===== config.mk =====
export PLATFORM = sky130hd
export DESIGN_NAME = anim_frame_sequencer_flat
export DESIGN_NICKNAME = d
export VERILOG_FILES = /design/src/rtl/anim_frame_sequencer_if.sv /design/src/rtl/anim_frame_sequencer.sv /design/src/flat_wrapper.sv
export SDC_FILE = /design/constraint.sdc
export NUM_CORES = 1
export LEC_CHECK = 0
export CAP_MARGIN = 20
export CORE_UTILIZATION = 45
export DETAILED_ROUTE_END_ITERATION = 12
export HOLD_SLACK_MARGIN = 0.06
export PLACE_DENSITY_LB_ADDON = 0.12
export SYNTH_ARGS = -nofsm -noshare
export SYNTH_HDL_FRONTEND = slang
export SYNTH_SLANG_ARGS = --single-unit
export TNS_END_PERCENT = 100

===== constraint.sdc =====
create_clock -name clk -period 3.62 [get_ports clk]
set_input_delay 0.362 -clock clk [delete_from_list [all_inputs] [get_ports clk]]
set_output_delay 0.362 -clock clk [all_outputs]
set_load 0.03 [all_outputs]

===== src/rtl/anim_frame_sequencer_if.sv =====
// Bundles the go/frame_done inputs and the animation selection outputs
// exchanged between the frame-source control and the LCD frame path.
interface anim_frame_sequencer_if #(
   parameter int FRAME_W = 4
);
   logic               go;
   logic               frame_done;
   logic               anim_sel;
   logic [FRAME_W-1:0] frame_idx;
   logic               frame_adv;
   logic               anim_done;
   logic               req_pending;

   // master drives requests and frame boundaries; slave is the sequencer
   modport master (
      output go, frame_done,
      input  anim_sel, frame_idx, frame_adv, anim_done, req_pending
   );

   modport slave (
      input  go, frame_done,
      output anim_sel, frame_idx, frame_adv, anim_done, req_pending
   );
endinterface


===== src/rtl/anim_frame_sequencer.sv =====
// Chooses IDLE (looping) or SMILE (one-shot) animation and the frame within it,
// changing selection only at LCD frame boundaries so a refresh is never torn.
module anim_frame_sequencer #(
   parameter int IDLE_FRAMES  = 4,
   parameter int SMILE_FRAMES = 6,
   parameter int HOLD_REFRESH = 3,
   parameter int FRAME_W      = 4,
   parameter int HOLD_W       = 4
) (
   input  logic                  clk,
   input  logic                  rst,
   anim_frame_sequencer_if.slave bus
);

   typedef enum logic {
      S_IDLE  = 1'b0,
      S_SMILE = 1'b1
   } state_e;

   localparam logic [HOLD_W-1:0]  HOLD_LAST  = HOLD_W'(HOLD_REFRESH - 1);
   localparam logic [FRAME_W-1:0] IDLE_LAST  = FRAME_W'(IDLE_FRAMES - 1);
   localparam logic [FRAME_W-1:0] SMILE_LAST = FRAME_W'(SMILE_FRAMES - 1);

   state_e             state_q, state_d;
   logic [FRAME_W-1:0] frame_idx_q, frame_idx_d;
   logic [HOLD_W-1:0]  hold_q, hold_d;
   logic               frame_adv_q, frame_adv_d;
   logic               anim_done_q, anim_done_d;
   logic               pend_q, pend_d;
   logic               go_q;

   logic go_rise, req, hold_exp;

   // A request arriving on the boundary cycle itself is applied immediately.
   assign go_rise  = bus.go & ~go_q;
   assign req      = pend_q | go_rise;
   assign hold_exp = (hold_q == HOLD_LAST);

   // NOTE: sequential state uses non-blocking assignments so every register
   // samples the pre-edge values regardless of statement order.
   always_ff @(posedge clk) begin
      if (rst) begin
         state_q     <= S_IDLE;
         frame_idx_q <= '0;
         hold_q      <= '0;
         frame_adv_q <= 1'b0;
         anim_done_q <= 1'b0;
         pend_q      <= 1'b0;
         go_q        <= 1'b0;
      end else begin
         state_q     <= state_d;
         frame_idx_q <= frame_idx_d;
         hold_q      <= hold_d;
         frame_adv_q <= frame_adv_d;
         anim_done_q <= anim_done_d;
         pend_q      <= pend_d;
         go_q        <= bus.go;
      end
   end

   // NOTE: every combinational output gets a default first so no path
   // leaves it unassigned and infers a latch.
   always_comb begin
      state_d = state_q;
      case (state_q)
         S_IDLE: begin
            if (bus.frame_done && req) state_d = S_SMILE;
         end
         S_SMILE: begin
            if (bus.frame_done && (req || (hold_exp && frame_idx_q == SMILE_LAST)))
               state_d = S_IDLE;
         end
         default: state_d = S_IDLE;
      endcase
   end

   always_comb begin
      frame_idx_d = frame_idx_q;
      hold_d      = hold_q;
      frame_adv_d = 1'b0;
      anim_done_d = 1'b0;
      pend_d      = bus.frame_done ? 1'b0 : req;
      case (state_q)
         S_IDLE: begin
            if (bus.frame_done) begin
               if (req || hold_exp) begin
                  hold_d      = '0;
                  frame_adv_d = 1'b1;
                  frame_idx_d = (req || frame_idx_q == IDLE_LAST) ? '0 : frame_idx_q + 1'b1;
               end else begin
                  hold_d = hold_q + 1'b1;
               end
            end
         end
         S_SMILE: begin
            if (bus.frame_done) begin
               if (req) begin
                  hold_d      = '0;
                  frame_idx_d = '0;
                  frame_adv_d = 1'b1;
               end else if (hold_exp) begin
                  hold_d      = '0;
                  frame_adv_d = 1'b1;
                  if (frame_idx_q == SMILE_LAST) begin
                     frame_idx_d = '0;
                     anim_done_d = 1'b1;
                  end else begin
                     frame_idx_d = frame_idx_q + 1'b1;
                  end
               end else begin
                  hold_d = hold_q + 1'b1;
               end
            end
         end
         default: begin
            frame_idx_d = '0;
            hold_d      = '0;
         end
      endcase
   end

   assign bus.anim_sel    = state_q;
   assign bus.frame_idx   = frame_idx_q;
   assign bus.frame_adv   = frame_adv_q;
   assign bus.anim_done   = anim_done_q;
   assign bus.req_pending = pend_q;

endmodule


===== src/flat_wrapper.sv =====
// flat-port wrapper written by rule: the top's interface ports become plain ports
module anim_frame_sequencer_flat 
#(
   parameter int IDLE_FRAMES  = 4,
   parameter int SMILE_FRAMES = 6,
   parameter int HOLD_REFRESH = 3,
   parameter int FRAME_W      = 4,
   parameter int HOLD_W       = 4
)
  (clk, rst, bus_go, bus_frame_done, bus_anim_sel, bus_frame_idx, bus_frame_adv, bus_anim_done, bus_req_pending);
  anim_frame_sequencer_if #(.FRAME_W(FRAME_W)) bus_i ();
  input  logic clk;
  input  logic rst;
  input wire logic [$bits(bus_i.go)-1:0] bus_go;
  input wire logic [$bits(bus_i.frame_done)-1:0] bus_frame_done;
  output wire logic [$bits(bus_i.anim_sel)-1:0] bus_anim_sel;
  output wire logic [$bits(bus_i.frame_idx)-1:0] bus_frame_idx;
  output wire logic [$bits(bus_i.frame_adv)-1:0] bus_frame_adv;
  output wire logic [$bits(bus_i.anim_done)-1:0] bus_anim_done;
  output wire logic [$bits(bus_i.req_pending)-1:0] bus_req_pending;
  assign bus_i.go = bus_go;
  assign bus_i.frame_done = bus_frame_done;
  assign bus_anim_sel = bus_i.anim_sel;
  assign bus_frame_idx = bus_i.frame_idx;
  assign bus_frame_adv = bus_i.frame_adv;
  assign bus_anim_done = bus_i.anim_done;
  assign bus_req_pending = bus_i.req_pending;
  anim_frame_sequencer #(.IDLE_FRAMES(IDLE_FRAMES), .SMILE_FRAMES(SMILE_FRAMES), .HOLD_REFRESH(HOLD_REFRESH), .FRAME_W(FRAME_W), .HOLD_W(HOLD_W)) u_core (.clk(clk), .rst(rst), .bus(bus_i));
endmodule

### Word-level counts from Yosys, hierarchy flattened

Index checks and enable logic that the tools add are counted.

* reduce and logical (&&, ||, !) cells: 10
* $add $sub $neg: 2
* bitwise logic cells: 6
* multiplexer cells: 24
* equality and inequality tests: 7

Operator list (count)
* $mux W4: 12
* $pmux W4 S2: 2
* $add A4 B1 Y4 const B: 2
* $eq A4 B2 Y1 const B: 2
* $mux W1: 8
* $reduce_or A5 Y1: 1
* $eq A4 B3 Y1 const B: 1
* $ne A2 B2 Y1 const B: 2
* $not A1 Y1: 4
* $pmux W1 S2: 2
* $reduce_and A4 Y1: 1
* $logic_and A1 B1 Y1: 3
* $logic_or A1 B1 Y1: 3
* $ne A3 B3 Y1 const B: 1
* $ne A2 B1 Y1 const B: 1
* $reduce_and A2 Y1: 1
* $reduce_or A2 Y1: 1
* $and A1 B1 Y1: 1
* $or A1 B1 Y1: 1

* input bits: 4
* flip-flop bits (word level): 13
* logic and storage cells: 56
* output and inout port bits: 8

### Depth between registers and ports, before layout

* depth in word-level cells: 8
* gate-level depth with buffers: 6
* gate-level depth less buffers: 6

### Worst setup path before layout

Ideal clock, no wire load.

* path type: reg2reg
* start: register u_core.frame_idx_q[0], in the netlist u_core.bus.frame_idx[0]
* end: register u_core.frame_idx_q[3], in the netlist u_core.bus.frame_idx[3]
* data arrival time: 1.340 ns
* setup time: 0.135 ns
* period minus slack after synthesis: 1.475 ns
* stages on the path, launching flop included: 6
* path buffers: 0
* path slack: 2.145 ns
* required time: 3.485 ns
* cell sequence: dfxtp_1 -> ha_1 -> nand2b_1 -> o21a_1 -> o2111ai_2 -> o31ai_1

* longest elaborated chain between the ends: 6
* elaborated cells on any way between the ends: 12
* classes of those cells: add/sub (1); eq/ne (2); mux (8); reduce/logical (1)

Ends and longest elaborated chain
* start: declaration: line anim_frame_sequencer.sv:25 `logic [FRAME_W-1:0] frame_idx_q, frame_idx_d;`
* start signal: assignment: line anim_frame_sequencer.sv:52 `frame_idx_q <= frame_idx_d;`
* $add A4 B1 Y4 (tied with other cells): line anim_frame_sequencer.sv:89, anim_frame_sequencer.sv:108
* $mux W4 / $logic_or A1 B1 Y1 (equally long branches): line anim_frame_sequencer.sv:104, anim_frame_sequencer.sv:89
* $mux W4 (on tied branches): line anim_frame_sequencer.sv:101, anim_frame_sequencer.sv:89
* $mux W4 (on tied branches): line anim_frame_sequencer.sv:97, anim_frame_sequencer.sv:86
* $mux W4 (on tied branches): line anim_frame_sequencer.sv:96, anim_frame_sequencer.sv:85
* $pmux W4 S2 *: line anim_frame_sequencer.sv:83 `case (state_q)`

Every way passes the cells marked *; elsewhere a longest branch is shown, timed or not. The select of a mux whose other input is x is not followed.
A chain may end at the register's enable or synchronous reset.

### Final worst setup path

* start: register u_core.pend_q, in the netlist u_core.bus.req_pending
* end: output port bus_req_pending

RTL lines
* start: declaration: line anim_frame_sequencer.sv:29 `logic pend_q, pend_d;`
* start signal: assignment: line anim_frame_sequencer.sv:56 `pend_q <= pend_d;`
* end: declaration: line flat_wrapper.sv:20 `output wire logic [$bits(bus_i.req_pending)-1:0] bus_req_pending;`

No word-level cell between the ends.

==> run metrics <==
power per cell area 334.9 nW/um2; r2r setup slk 2.11 ns; Pins Over Slew Limit 0; syn nets 80; dominant synthesized flop cell dfxtp_1; worst slew pin tran 0.5109 ns; Initial Utilization 50.77%; ant diodes 0; Async S/R FF share, synth 0%; Post-Syn Instances 72; EDFF count, synth 0; post-synthesis cell area 701.9 um2; vias in the first global route 515; Clock power frac 32.3%; Req. time, crit path 3.26 ns; total CTS buffers 3; Max Buffers Root-to-Sink 2; synth warn 0; final hold vios 0; share of layout cells above drive strength 1 12.05%; crit path max-delay cell type clkdlybuf4s50_1; largest net degree at the start of global routing 15; clock skew 0.001253 ns; crit path buf inv count 1; wire per inst 12.86 um; Multi-input gate area 405.4 um2; htree depth 1; first-pass GRT wire length 2270 um; max frequency 506.5 MHz; Total Routing Usage GR 16.67%; drt pass-1 iters 4; combinational share of power 13.2%; status finished clean; clock-pin transition on the worst setup and hold timing paths 0.08 ns; core box area 1383 um2; Post-CTS Resized 0; FP Rows 13; register area share after synthesis 37.08%; worst rel slew slack 65.83%; final setup TNS 0 ns; Final min period 1.975 ns; Skew-Pair Late Insertion Delay 0.27 ns; worst-case vdd ir drop 190.1 uV; number of antenna violations at the first check in global routing 0; CP Launch Type flop; Tcrit/Tclk final 54.54%; drt total wl 1260 um; sw frac 26.22%; Finished Layout Cells 98; hold_buf cts 0; CP delay by family, top buffers and inverters; Routed Antenna Nets 0; Post CTS Setup Buffer Count 0; Hold WC Path Type flop to flop; crit-path max cell delay 0.75 ns; Yosys reg bits 13; Sink Count 13; endpoints failing setup 0; Root Driver clkbuf_4; Die ar. 1722 um2; dpl hpwl 899 um; Via Count 551; Port Buffer Count 11; Pleak 0.2871 nW; critical path class flop to output port; RePlAce Congestion 0.7511; number of I/O pins 12; critical path arrival 1.61 ns; Register Area 260.3 um2; drt initial violations 11; Yosys cell types 29; Final #Nets 92; Seq pwr share 54.5%; Die X 41.50 um; CTS tree built; vias per cell 5.622; DRC Markers 0; most frequent cells in the layout 13 x dfxtp_1, 11 x clkdlybuf4s50_1, 4 x a21oi_1, 4 x nor2b_1, 4 x ha_1; Area growth, synth to finish 18.54%; P_int 205.6 uW; CP Cell Sequence clkdlybuf4s50_1; syn avg cell area 9.749 um2; RSZ-0062 raised after global routing no; endpoint class of the critical path output port; crit path max fanout 9; # placed instances 94; Max Cap Viol 0; commonest non-fill, non-tap cell in the layout dfxtp_1; Die H 41.50 um; Final Util 60.18%; switching power total 73.08 uW; total grt overflow 0; # fillers 125
-- cell type report --
| cell class | instances | area share [%] |
|---|---|---|
| well taps | 15 | 2.256 |
| multi-input cells | 52 | 48.72 |
| flip-flops and latches | 13 | 31.28 |
| repair buffers | 11 | 13.23 |
| clock buffers | 4 | 3.158 |
| inverters | 3 | 1.353 |
-- metal layers --
layer  vias up  global-route usage (%)  share of wire, %
met5         -                       0                 0
met4         0                   7.742               1.1
met3         2                   3.913               3.0
met2        11                   25.31                45
met1       253                   22.22                50
li1        285                       -                 -
-- cells by family after synthesis --
family	after synthesis	synth area share, %
AND/OR/NAND/NOR	31	30.30
AO/OA/AOI/OAI	17	20.32
flip-flops	13	37.08
buffers and inverters	7	5.169
adder cells (fa/ha/maj)	4	7.130
-- flip-flops by register name, indices dropped and copies added (netlist names) --
name and count:
u_core.go_q 1, u_core.bus.anim_done 1, u_core.bus.frame_idx 4, u_core.bus.req_pending 1, u_core.hold_q 4, u_core.bus.frame_adv 1, u_core.bus.anim_sel 1
-- synth_stat cells (2+ instances only) --
cell,count,area [um2]
ha_1,4,50.05
nor2b_1,4,25.02
a21oi_1,4,20.02
nand3_1,3,15.01
o21a_1,2,15.01
inv_1,3,11.26
nand2_1,3,11.26
nor3_1,3,15.01
o21ai_0,3,15.01
nand3b_1,3,22.52
o31ai_1,3,22.52
nand2b_1,3,18.77
nor2_1,3,11.26
dfxtp_1,13,260.3
nand4b_1,3,26.28
buf_2,2,10.01
-- power groups by stage --
stage	combinational (mW)	sequential, mW	clock, mW
floorplan	0.0242	0.157	0
global placement	0.0363	0.155	0
detailed placement	0.0368	0.155	0
CTS	0.0371	0.152	0.0945
global route	0.0405	0.153	0.101
finish	0.0369	0.152	0.0900
-- worst paths after layout --
| check | to | cells after the start | startpoint |
|---|---|---|---|
| setup / recovery | bus_req_pending | 1 | u_core.bus.req_pending$_SDFF_PP0_ |
| setup reg to reg | u_core.hold_q[2]$_SDFFE_PP0P_ | 6 | u_core.hold_q[0]$_SDFFE_PP0P_ |
| hold / removal | u_core.hold_q[0]$_SDFFE_PP0P_ | 2 | u_core.hold_q[0]$_SDFFE_PP0P_ |
| hold reg to reg | u_core.hold_q[0]$_SDFFE_PP0P_ | 2 | u_core.hold_q[0]$_SDFFE_PP0P_ |
-- through the flow --
step                power [mW]  hold WS [ns]  area, um2  worst slack [ns]
floorplan               0.1813        0.4710      701.9             2.145
finish                  0.2787        0.5119      832.0             1.645
detailed placement      0.1921        0.5018      805.8             1.700
CTS                     0.2834        0.5135      832.0             1.630
global placement        0.1914        0.4946      805.8             1.764
global route            0.2941        0.5236      832.0             1.573
Note: power is estimated with default switching activity, not from simulation.
